[src/rtl/qspi_flash_arbiter_if.sv]
// Requester-side bundle of the shared QSPI flash read controller.
// master = fetch/data requesters, slave = the arbiter.
interface qspi_flash_arbiter_if;
  logic        i_req;
  logic [23:0] i_addr;
  logic        i_done;
  logic [31:0] i_rdata;
  logic        d_req;
  logic [23:0] d_addr;
  logic        d_done;
  logic [31:0] d_rdata;
  logic        busy;

  modport master (
    output i_req, i_addr, d_req, d_addr,
    input  i_done, i_rdata, d_done, d_rdata, busy
  );

  modport slave (
    input  i_req, i_addr, d_req, d_addr,
    output i_done, i_rdata, d_done, d_rdata, busy
  );
endinterface

[src/rtl/qspi_flash_arbiter.sv]
// Quad-SPI Fast Read Quad Output controller shared by fetch and data ports.
// Define FLASH_RSTSEQ_EN to send 0x66/0x99 flash reset frames after reset.
module qspi_flash_arbiter #(
  parameter logic [7:0]  RD_CMD     = 8'h6B,
  parameter int unsigned DUMMY_CLKS = 8
) (
  input  logic                 HCLK,
  input  logic                 HRESETn,
  qspi_flash_arbiter_if.slave  bus,
  input  logic [3:0]           fdi,
  output logic [3:0]           fdo,
  output logic [3:0]           fdoe,
  output logic                 fsclk,
  output logic                 fcen
);

`ifdef FLASH_RSTSEQ_EN
  typedef enum logic [3:0] {
    S_IDLE, S_CMD, S_ADDR, S_DUMMY, S_DATA, S_DONE,
    S_INIT, S_RST66, S_GAP, S_RST99, S_WAIT
  } state_e;
  localparam state_e     S_RESET  = S_INIT;
  localparam logic [7:0] OP_RSTEN = 8'h66;
  localparam logic [7:0] OP_RST   = 8'h99;
`else
  typedef enum logic [2:0] {
    S_IDLE, S_CMD, S_ADDR, S_DUMMY, S_DATA, S_DONE
  } state_e;
  localparam state_e S_RESET = S_IDLE;
`endif

  localparam logic [6:0] DUMMY_LAST = 7'(DUMMY_CLKS - 1);

  state_e      state_q, state_d;
  logic        ph_q, ph_d;
  logic [6:0]  cnt_q, cnt_d;
  logic        gnt_q, gnt_d;
  logic        last_q, last_d;
  logic [31:0] sh_q, sh_d;
  logic [31:0] i_rdata_q, i_rdata_d;
  logic [31:0] d_rdata_q, d_rdata_d;
  logic        i_done_q, i_done_d;
  logic        d_done_q, d_done_d;
  logic        busy_q, busy_d;
  logic        fsclk_q, fsclk_d;
  logic        fcen_q, fcen_d;
  logic [3:0]  fdo_q, fdo_d;
  logic [3:0]  fdoe_q, fdoe_d;
  logic [23:0] adr;

  // states in which chip select is low and fsclk toggles
  function automatic logic is_frame(input state_e s);
`ifdef FLASH_RSTSEQ_EN
    return s inside {S_CMD, S_ADDR, S_DUMMY, S_DATA, S_RST66, S_RST99};
`else
    return s inside {S_CMD, S_ADDR, S_DUMMY, S_DATA};
`endif
  endfunction

  // sequencer: arbitration, bit-period stepping, nibble capture
  always_comb begin
    state_d   = state_q;
    ph_d      = ph_q;
    cnt_d     = cnt_q;
    gnt_d     = gnt_q;
    last_d    = last_q;
    sh_d      = sh_q;
    i_rdata_d = i_rdata_q;
    d_rdata_d = d_rdata_q;
    i_done_d  = 1'b0;
    d_done_d  = 1'b0;
    if (is_frame(state_q)) begin
      ph_d = ~ph_q;
      if (ph_q) cnt_d = cnt_q + 7'd1;
    end
    unique case (state_q)
      S_IDLE: begin
        if (bus.i_req || bus.d_req) begin
          gnt_d   = bus.d_req && (!bus.i_req || !last_q);
          state_d = S_CMD;
          ph_d    = 1'b0;
          cnt_d   = '0;
        end
      end
      S_CMD: begin
        if (ph_q && cnt_q == 7'd7) begin
          state_d = S_ADDR;
          cnt_d   = '0;
        end
      end
      S_ADDR: begin
        if (ph_q && cnt_q == 7'd23) begin
          state_d = S_DUMMY;
          cnt_d   = '0;
        end
      end
      S_DUMMY: begin
        if (ph_q && cnt_q == DUMMY_LAST) begin
          state_d = S_DATA;
          cnt_d   = '0;
        end
      end
      S_DATA: begin
        if (ph_q) sh_d = {sh_q[27:0], fdi};
        if (ph_q && cnt_q == 7'd7) begin
          state_d  = S_DONE;
          cnt_d    = '0;
          i_done_d = !gnt_q;
          d_done_d = gnt_q;
          if (gnt_q)
            d_rdata_d = {sh_d[7:0], sh_d[15:8], sh_d[23:16], sh_d[31:24]};
          else
            i_rdata_d = {sh_d[7:0], sh_d[15:8], sh_d[23:16], sh_d[31:24]};
        end
      end
      S_DONE: begin
        state_d = S_IDLE;
        last_d  = gnt_q;
      end
`ifdef FLASH_RSTSEQ_EN
      S_INIT: state_d = S_RST66;
      S_RST66: begin
        if (ph_q && cnt_q == 7'd7) begin
          state_d = S_GAP;
          cnt_d   = '0;
        end
      end
      S_GAP: begin
        cnt_d = cnt_q + 7'd1;
        if (cnt_q == 7'd1) begin
          state_d = S_RST99;
          cnt_d   = '0;
        end
      end
      S_RST99: begin
        if (ph_q && cnt_q == 7'd7) begin
          state_d = S_WAIT;
          cnt_d   = '0;
        end
      end
      S_WAIT: begin
        cnt_d = cnt_q + 7'd1;
        if (cnt_q == 7'd63) begin
          state_d = S_IDLE;
          cnt_d   = '0;
        end
      end
`endif
      default: state_d = S_IDLE;
    endcase
  end

  // pad outputs registered from the next state so they align with it
  always_comb begin
    adr     = gnt_d ? bus.d_addr : bus.i_addr;
    fcen_d  = ~is_frame(state_d);
    fsclk_d = is_frame(state_d) & ph_d;
    busy_d  = state_d != S_IDLE;
    fdoe_d  = '0;
    fdo_d   = '0;
    unique case (state_d)
      S_CMD: begin
        fdoe_d   = 4'b0001;
        fdo_d[0] = RD_CMD[~cnt_d[2:0]];
      end
      S_ADDR: begin
        fdoe_d   = 4'b0001;
        fdo_d[0] = adr[5'd23 - cnt_d[4:0]];
      end
`ifdef FLASH_RSTSEQ_EN
      S_RST66: begin
        fdoe_d   = 4'b0001;
        fdo_d[0] = OP_RSTEN[~cnt_d[2:0]];
      end
      S_RST99: begin
        fdoe_d   = 4'b0001;
        fdo_d[0] = OP_RST[~cnt_d[2:0]];
      end
`endif
      default: ;
    endcase
  end

  // state and output registers, synchronous reset
  always_ff @(posedge HCLK) begin
    if (!HRESETn) begin
      state_q   <= S_RESET;
      ph_q      <= 1'b0;
      cnt_q     <= '0;
      gnt_q     <= 1'b0;
      last_q    <= 1'b1;
      sh_q      <= '0;
      i_rdata_q <= '0;
      d_rdata_q <= '0;
      i_done_q  <= 1'b0;
      d_done_q  <= 1'b0;
      busy_q    <= 1'b0;
      fsclk_q   <= 1'b0;
      fcen_q    <= 1'b1;
      fdo_q     <= '0;
      fdoe_q    <= '0;
    end else begin
      state_q   <= state_d;
      ph_q      <= ph_d;
      cnt_q     <= cnt_d;
      gnt_q     <= gnt_d;
      last_q    <= last_d;
      sh_q      <= sh_d;
      i_rdata_q <= i_rdata_d;
      d_rdata_q <= d_rdata_d;
      i_done_q  <= i_done_d;
      d_done_q  <= d_done_d;
      busy_q    <= busy_d;
      fsclk_q   <= fsclk_d;
      fcen_q    <= fcen_d;
      fdo_q     <= fdo_d;
      fdoe_q    <= fdoe_d;
    end
  end

  assign bus.i_done  = i_done_q;
  assign bus.i_rdata = i_rdata_q;
  assign bus.d_done  = d_done_q;
  assign bus.d_rdata = d_rdata_q;
  assign bus.busy    = busy_q;
  assign fsclk       = fsclk_q;
  assign fcen        = fcen_q;
  assign fdo         = fdo_q;
  assign fdoe        = fdoe_q;

endmodule

[src/flat_wrapper.sv]
// flat-port wrapper written by rule: the top's interface ports become plain ports
module qspi_flash_arbiter_flat 
#(
  parameter logic [7:0]  RD_CMD     = 8'h6B,
  parameter int unsigned DUMMY_CLKS = 8
)
  (HCLK, HRESETn, fdi, fdo, fdoe, fsclk, fcen, bus_i_req, bus_i_addr, bus_d_req, bus_d_addr, bus_i_done, bus_i_rdata, bus_d_done, bus_d_rdata, bus_busy);
  qspi_flash_arbiter_if bus_i ();
  input  logic HCLK;
  input  logic HRESETn;
  input  logic [3:0] fdi;
  output logic [3:0] fdo;
  output logic [3:0] fdoe;
  output logic fsclk;
  output logic fcen;
  input wire logic [$bits(bus_i.i_req)-1:0] bus_i_req;
  input wire logic [$bits(bus_i.i_addr)-1:0] bus_i_addr;
  input wire logic [$bits(bus_i.d_req)-1:0] bus_d_req;
  input wire logic [$bits(bus_i.d_addr)-1:0] bus_d_addr;
  output wire logic [$bits(bus_i.i_done)-1:0] bus_i_done;
  output wire logic [$bits(bus_i.i_rdata)-1:0] bus_i_rdata;
  output wire logic [$bits(bus_i.d_done)-1:0] bus_d_done;
  output wire logic [$bits(bus_i.d_rdata)-1:0] bus_d_rdata;
  output wire logic [$bits(bus_i.busy)-1:0] bus_busy;
  assign bus_i.i_req = bus_i_req;
  assign bus_i.i_addr = bus_i_addr;
  assign bus_i.d_req = bus_d_req;
  assign bus_i.d_addr = bus_d_addr;
  assign bus_i_done = bus_i.i_done;
  assign bus_i_rdata = bus_i.i_rdata;
  assign bus_d_done = bus_i.d_done;
  assign bus_d_rdata = bus_i.d_rdata;
  assign bus_busy = bus_i.busy;
  qspi_flash_arbiter #(.RD_CMD(RD_CMD), .DUMMY_CLKS(DUMMY_CLKS)) u_core (.HCLK(HCLK), .HRESETn(HRESETn), .bus(bus_i), .fdi(fdi), .fdo(fdo), .fdoe(fdoe), .fsclk(fsclk), .fcen(fcen));
endmodule
[config.mk]
export PLATFORM = sky130hd
export DESIGN_NAME = qspi_flash_arbiter_flat
export DESIGN_NICKNAME = d
export VERILOG_FILES = /design/src/rtl/qspi_flash_arbiter_if.sv /design/src/rtl/qspi_flash_arbiter.sv /design/src/flat_wrapper.sv
export SDC_FILE = /design/constraint.sdc
export NUM_CORES = 1
export LEC_CHECK = 0
export ABC_AREA = 0
export CAP_MARGIN = 15
export CORE_MARGIN = 2
export CORE_UTILIZATION = 42
export CTS_BUF_LIST = sky130_fd_sc_hd__clkbuf_8
export CTS_CLUSTER_DIAMETER = 200
export CTS_CLUSTER_SIZE = 12
export DETAILED_ROUTE_END_ITERATION = 12
export PLACE_DENSITY = 0.81
export RECOVER_POWER = 100
export SETUP_SLACK_MARGIN = 0.4
export SLEW_MARGIN = 20
export SYNTH_ARGS = -nofsm -noshare
export SYNTH_HDL_FRONTEND = slang
export SYNTH_SLANG_ARGS = --single-unit
[constraint.sdc]
create_clock -name HCLK -period 2.18 [get_ports HCLK]
set_input_delay 0.218 -clock HCLK [delete_from_list [all_inputs] [get_ports HCLK]]
set_output_delay 0.218 -clock HCLK [all_outputs]
set_load 0.01 [all_outputs]
Word-level counts from Yosys, hierarchy flattened. Memories as Yosys holds them, arrays and structs flattened. Index checks and enable logic that the tools add are counted.

Bits in registers: 122. Memory bits (read-only): 8. Input port bits: 56. Word-level logic and storage cells: 78. Memories kept: 1.

Memories: (no name shown) (depth 8, width 1, rd ports 1, clocked after Yosys merged registers in 0, wr ports 0, line qspi_flash_arbiter.sv:164) `fdo_d[0] = RD_CMD[~cnt_d[2:0]];`.

$add $sub $neg: 2. Magnitude comparators: 2. Eq/ne operators: 11. Muxes and demuxes: 24. Bitwise operators: 5. Reductions and logical operators: 17.

Operators with widths (count): two-way mux 7 bit (5); two-way mux 32 bit (1); two-way mux 24 bit (1); one-hot mux 7 bit (3 select lines) (1); two-way mux 3 bit (5); one-hot mux 3 bit (5 select lines) (1); == test 3 x 2 -> 1 bit, second input constant (4); == test 3 bit, second input constant (3); AND reduction 3 bit (3); two-way mux 1 bit (8); nonzero test 4 bit (2); adder 7 x 1 -> 7 bit, second input constant (1); == test 7 x 3 -> 1 bit, second input constant (1); == test 7 x 5 -> 1 bit, second input constant (1); == test 3 x 1 -> 1 bit, second input constant (2); less-than comparator 5 x 6 -> 1 bit, second input constant (1); binary-select mux 1 bit (select 5 bit) (1); subtractor 5 bit, first input constant (1); less-than comparator 3 x 4 -> 1 bit, second input constant (1); logical AND 1 bit (3); logical NOT 1 bit (3); logical NOT 3 bit (1); inverter 1 bit (3); inverter 3 bit (1); 6 further kinds (7).

Depth between registers and ports, before layout. Gate-level depths: netlist of run 1.

Word-level depth: 9. Gate-level depth with buffers: 11. Gate-level depth less buffers: 11.

Worst setup path before layout of run 1. Ideal clock, no wire load.

Path kind: reg-to-reg. Start: register u_core.state_q[0]. End: register u_core.fdo_q[0], in the netlist u_core.fdo[0]. Arrival time: 2.252 ns. Data required time: 2.045 ns. Slack: -0.207 ns. Cell stages (with the launch flop): 10. Path buffers: 1. Clock period less this slack: 2.387 ns. Cells stage by stage: dfxtp_1 buf_2 or3_1 nand3_1 mux2_2 or4_1 o21ai_1 a211oi_1 a32oi_1 a41oi_2.

Word-level cells in the longest chain between the ends: 9. Elaborated cells between the ends (all ways): 29.

RTL lines: start: declaration (line qspi_flash_arbiter.sv:34) `state_e state_q, state_d;`; start signal: assignment (line qspi_flash_arbiter.sv:203) `state_q <= state_d;`; == test 3 x 1 -> 1 bit (tied with other cells) (line qspi_flash_arbiter.sv:56, qspi_flash_arbiter.sv:76); nonzero test 4 bit (line qspi_flash_arbiter.sv:56) `return s inside {S_CMD, S_ADDR, S_DUMMY, S_DATA};`; two-way mux 7 bit (line qspi_flash_arbiter.sv:72) `if (is_frame(state_q)) begin`; two-way mux 7 bit (on tied branches); one-hot mux 7 bit (3 select lines) (line qspi_flash_arbiter.sv:76) `unique case (state_q)`; subtractor 5 bit / inverter 3 bit (equally long branches) (line qspi_flash_arbiter.sv:168, qspi_flash_arbiter.sv:164); binary-select mux 1 bit (select 5 bit) / memory read (8 x 1 bit) (equally long branches); two-way mux 1 bit (on tied branches) (line qspi_flash_arbiter.sv:168, qspi_flash_arbiter.sv:164); one-hot mux 1 bit (2 select lines) * (line qspi_flash_arbiter.sv:161) `unique case (state_d)`; end signal: assignment (line qspi_flash_arbiter.sv:216) `fdo_q <= fdo_d;`; end: declaration (line qspi_flash_arbiter.sv:47) `logic [3:0] fdo_q, fdo_d;`.

Mark *: on every way between the ends. The rest lies on a longest branch, timed or not. The select of a mux whose other input is x is not followed. A chain may end at the register's enable or synchronous reset.

Worst setup path in the final report of run 1.
Start: register u_core.cnt_q[0]. End: register u_core.i_rdata_q[10], in the netlist u_core.bus.i_rdata[10].

Word-level cells in the longest chain between the ends: 3.

RTL lines: start: declaration (line qspi_flash_arbiter.sv:36) `logic [6:0] cnt_q, cnt_d;`; start signal: assignment (line qspi_flash_arbiter.sv:205) `cnt_q <= cnt_d;`; == test 7 x 3 -> 1 bit (line qspi_flash_arbiter.sv:105) `if (ph_q && cnt_q == 7'd7) begin`; logical AND 1 bit (line qspi_flash_arbiter.sv:105); AND reduction 3 bit (no line); end signal: assignment (line qspi_flash_arbiter.sv:209) `i_rdata_q <= i_rdata_d;`; end: declaration (line qspi_flash_arbiter.sv:40) `logic [31:0] i_rdata_q, i_rdata_d;`.

Every way passes these cells.

==> reports/qor.csv, run 1 <==
stage,metric,value,unit
status,status,finished with violations,
status,violated checks,negative setup slack,
synthesis,"FF+latch count, synth",116,
grt,total track usage,34.0,%
power_and_ir_drop,worst vdd ir,0.000337,V
final_layout,Layout Utilization,76.8,%
cts,Clock Tree Buf Depth,2,
critical_path,worst path arrival time,3010,ps
synthesis,Post-synth EDFFs,0,
drt,drt via density,6.40,
grt,initial antenna violation count,0,
timing,final hold viol count,0,
place,number of I/O port buffers,126,
job,reported max-cap violation count,0,
min_path,Worst Hold Path EP,u_core.sh_q[1]$_SDFFE_PN0N_,
synthesis,top cell type's share of synthesized area,45.3,%
die,num ports,133,
timing,Worst-Margin Slew,665,ps
critical_path,CP Launch Type,register,
grt,via count of the first global-routing pass,6101,
drt,Pre-antenna DRT Iters,8,
die,Initial Util,42.8,%
drt,DRT antenna net count,0,
timing,FMAX,0.380,GHz
die,Die X-Extent,114,um
timing,final period utilization,121,%
final_layout,Antenna diodes,0,
synthesis,Avg Inst Size Synth,8.78,sq um
min_path,hold_sp,fdi[1],
cts,CTS tree,yes,
synthesis,cell accounting for the most synthesized area,dfxtp_1,
critical_path,worst-path fanout max,7,
cts,TritonCTS Sinks,116,
die,die area,0.0131,sq mm
critical_path,CP Cell Sequence,ha_4 -> nor3b_4 -> buf_4 -> buf_6 -> buf_6 -> buf_6 -> buf_6 -> and2_4 -> nand3_4 -> nor2_4 -> buf_6 -> buf_12 -> buf_16 -> buf_12 -> nor2_4 -> a211oi_2,
synthesis,Synth Instances,584,
place,detailed placement HPWL,10100,um
grt,remaining global-route overflow,0,
min_path,hold crit path type,in -> reg,
timing,Final setup viols,67,
synthesis,"Top FF cell, synth",dfxtp_1,
critical_path,R2R setup slack,-450,ps
synthesis,Post-synth ARST share,0,%
critical_path,critical path capture point type,register,
timing,relative slew slack,55.6,%
critical_path,RR Endpoint,u_core.bus.i_rdata[10]$_SDFFE_PN0P_,
die,cell row count,40,
timing,worst clock skew,15.1,ps
critical_path,cell mode on critical path,buf_6,
synthesis,Yosys cell types,65,
synthesis,synth top area cells,"dfxtp_1 (45%), a211oi_1 (10%), mux2i_1 (8.2%), nand2_1 (6.2%), nor2_1 (6.1%)",
critical_path,Worst R2R Path Depth,16,
critical_path,critical path required time,2560,ps
synthesis,Yosys Warn Count,0,
drt,vias post-DR,6198,
power_and_ir_drop,Leak,3.22,nW
timing,max-slew violations,0,
power_and_ir_drop,Cell Pwr Density,522,mW/mm^2
final_layout,Multi-input gate area,0.00350,sq mm
final_layout,share of layout cells above drive strength 1,40.7,%
place,GPL Wtd Cong,0.882,
grt,first-pass GRT wire length,33500,um
timing,PnR worst setup slack,-453,ps
final_layout,Layout fillers,637,
timing,Tmin final,2630,ps
final_layout,Nets,866,
synthesis,register area share after synthesis,45.3,%
critical_path,"Slowest-stage cell, CP",dfxtp_2,
cts,Num CTS Buffers,17,
critical_path,"Buf+Inv Stages, Crit Path",9,
drt,initial DRC count,932,
drt,Wirelength per Cell,26.5,um
power_and_ir_drop,Tot Pwr,4.79,mW
critical_path,Critical Path Start,u_core.cnt_q[0]$_SDFF_PN0_,
final_layout,FF+latch area,0.00234,sq mm
die,core area,0.0120,sq mm
cts,clk root buf,clkbuf_8,
final_layout,layout overhead on the synthesized area,79.3,%
drt,drt drc,0,
synthesis,"Cell Area, Synth",0.00512,sq mm
min_path,Hold Path Depth,3,
cts,clock slew at reported path FFs,80,ps
timing,hold slack final,365,ps
critical_path,CP top delay family,buffers and inverters,
cts,Max H-tree Level,4,
die,Die Y,114,um
cts,clk_lat worst skew,460,ps
timing,RSZ-0062 raised after global routing,yes,
grt,largest net degree at the start of global routing,104,
drt,final wirelength,25600,um
critical_path,reg-to-reg startpoint,u_core.cnt_q[0]$_SDFF_PN0_,
critical_path,crit-path max cell delay,360,ps
critical_path,Setup CP Type,reg -> reg,
flip-flops by register name, indices dropped and copies added, names as in the netlist:
register	flops
u_core.bus.d_rdata	32
u_core.bus.i_rdata	32
u_core.sh_q	32
u_core.cnt_q	7
u_core.state_q	3
u_core.bus.busy	1
u_core.bus.d_done	1
u_core.bus.i_done	1
u_core.fcen	1
u_core.fdo	1
u_core.fdoe	1
u_core.fsclk	1
u_core.gnt_q	1
u_core.last_q	1
u_core.ph_q	1
cell type report:
| type | instances | area share [%] |
|---|---|---|
| repair buffers | 248 | 29.9 |
| clock buffers | 18 | 2.70 |
| well taps | 147 | 2.00 |
| inverters | 5 | 0.218 |
| clock inverters | 14 | 1.65 |
| multi-input cells | 420 | 38.1 |
| flip-flops and latches | 116 | 25.5 |
power by group:
part | internal [mW] | leakage, nW | switching, mW | total, mW
sequential | 2.13 | 0.940 | 0.0126 | 2.14
clock | 1.05 | 0.188 | 1.05 | 2.10
combinational | 0.285 | 2.09 | 0.268 | 0.552
per-layer routing:
layer	global-route usage, %	share of wire, %	wire length (um)
met1	36.1	33	8460
met2	57.8	48	12400
met3	9.53	9.9	2540
met4	24.1	8.8	2260
met5	0	0	0
cells in the mapped netlist (2+ instances only):
library cell,n
buf_2,3
xor2_1,3
o21ai_0,7
nor2_1,83
inv_1,3
nand2_1,85
dfxtp_1,116
o21ai_1,2
xnor2_1,3
a21oi_1,38
inv_2,2
buf_6,3
nor2_4,2
and2_1,2
nor3b_1,3
mux2i_1,42
and3_1,3
a2111oi_0,2
a211oi_1,68
buf_4,6
nor4_1,2
o311a_1,2
nor3_1,8
buf_1,2
a32oi_1,2
mux2_2,4
mux4_2,2
nor2b_1,2
clkbuf_1,34
ha_1,2
or4_1,2
nand4_1,3
a31oi_1,5
nand3_1,7
tightest hold or removal path, cell delays in order:
cell and delay [ps]:
clkdlybuf4s50_1 440, nand2_1 70, a21oi_1 50
cell families (layout without fill, tap and decap cells):
family                   after synthesis  count (layout)  synth area share [%]
multiplexers                          49              49                  10.2
buffers and inverters                 53             285                  4.83
other                                  1               6                0.0732
flip-flops                           116             116                  45.3
AND/OR/NAND/NOR                      214             214                  18.6
AO/OA/AOI/OAI                        143             143                  19.5
adder cells (fa/ha/maj)                2               2                 0.488
XOR/XNOR                               6               6                  1.03
worst max-delay path by stage:
stage	cells past startpoint	to	slack, ps
after floorplan	9	u_core.fdo[0]$_SDFF_PN0_	-130
after global placement	9	u_core.fdo[0]$_SDFF_PN0_	-510
after detailed placement	10	u_core.fdo[0]$_SDFF_PN0_	-530
after CTS	10	u_core.fdo[0]$_SDFF_PN0_	-220
after global routing	15	u_core.bus.d_rdata[20]$_SDFFE_PN0P_	-540
final	16	u_core.bus.i_rdata[10]$_SDFFE_PN0P_	-450
layout by cell type, fill, tap and decap left out, types with 3 or more instances in the layout:
| master | instances |
|---|---|
| clkdlybuf4s50_1 | 126 |
| dfxtp_1 | 109 |
| nand2_1 | 83 |
| buf_4 | 65 |
| a211oi_2 | 57 |
| nor2_4 | 44 |
| mux2i_1 | 41 |
| a21oi_1 | 36 |
| buf_6 | 28 |
| nor2_1 | 22 |
| nor2_2 | 20 |
| clkbuf_8 | 18 |
| buf_12 | 16 |
| buf_16 | 13 |
| a211oi_4 | 7 |
| conb_1 | 6 |
| nand3_1 | 5 |
| nor3_1 | 5 |
| clkinvlp_4 | 5 |
| o21ai_0 | 4 |
| a31oi_1 | 4 |
| a211oi_1 | 4 |
| o21ai_1 | 4 |
| dfxtp_2 | 4 |
| nor3_2 | 3 |
| inv_1 | 3 |
| nand4_1 | 3 |
| and3_1 | 3 |
| clkinv_2 | 3 |
| xnor2_1 | 3 |
| mux2_2 | 3 |
| inv_6 | 3 |
| dfxtp_4 | 3 |
timing repair:
item | CTS | global route
cloned | 13 | 0
pin swaps | 65 | 34
resized for setup | 199 | 57
buffers inserted | 23 | 17
endpoints found under the setup margin | 102 | 108
hold buffers | 0 | 0
metrics by stage:
stage	area, sq um	setup WS, ps	setup TNS, ps	instances
floorplan	5270	-128	-128	589
global placement	6970	-506	-506	883
detailed placement	6970	-528	-528	883
CTS	8750	-217	-6200	951
global route	9190	-541	-24120	968
finish	9190	-453	-22380	968
(Power assumes the default switching activity.)
==> run 2, diff against run 1 <==
- CTS_CLUSTER_SIZE: 12 -> 40
==> results of run 2 <==
Final layout, timing and power as in run 1 (identical DEF).
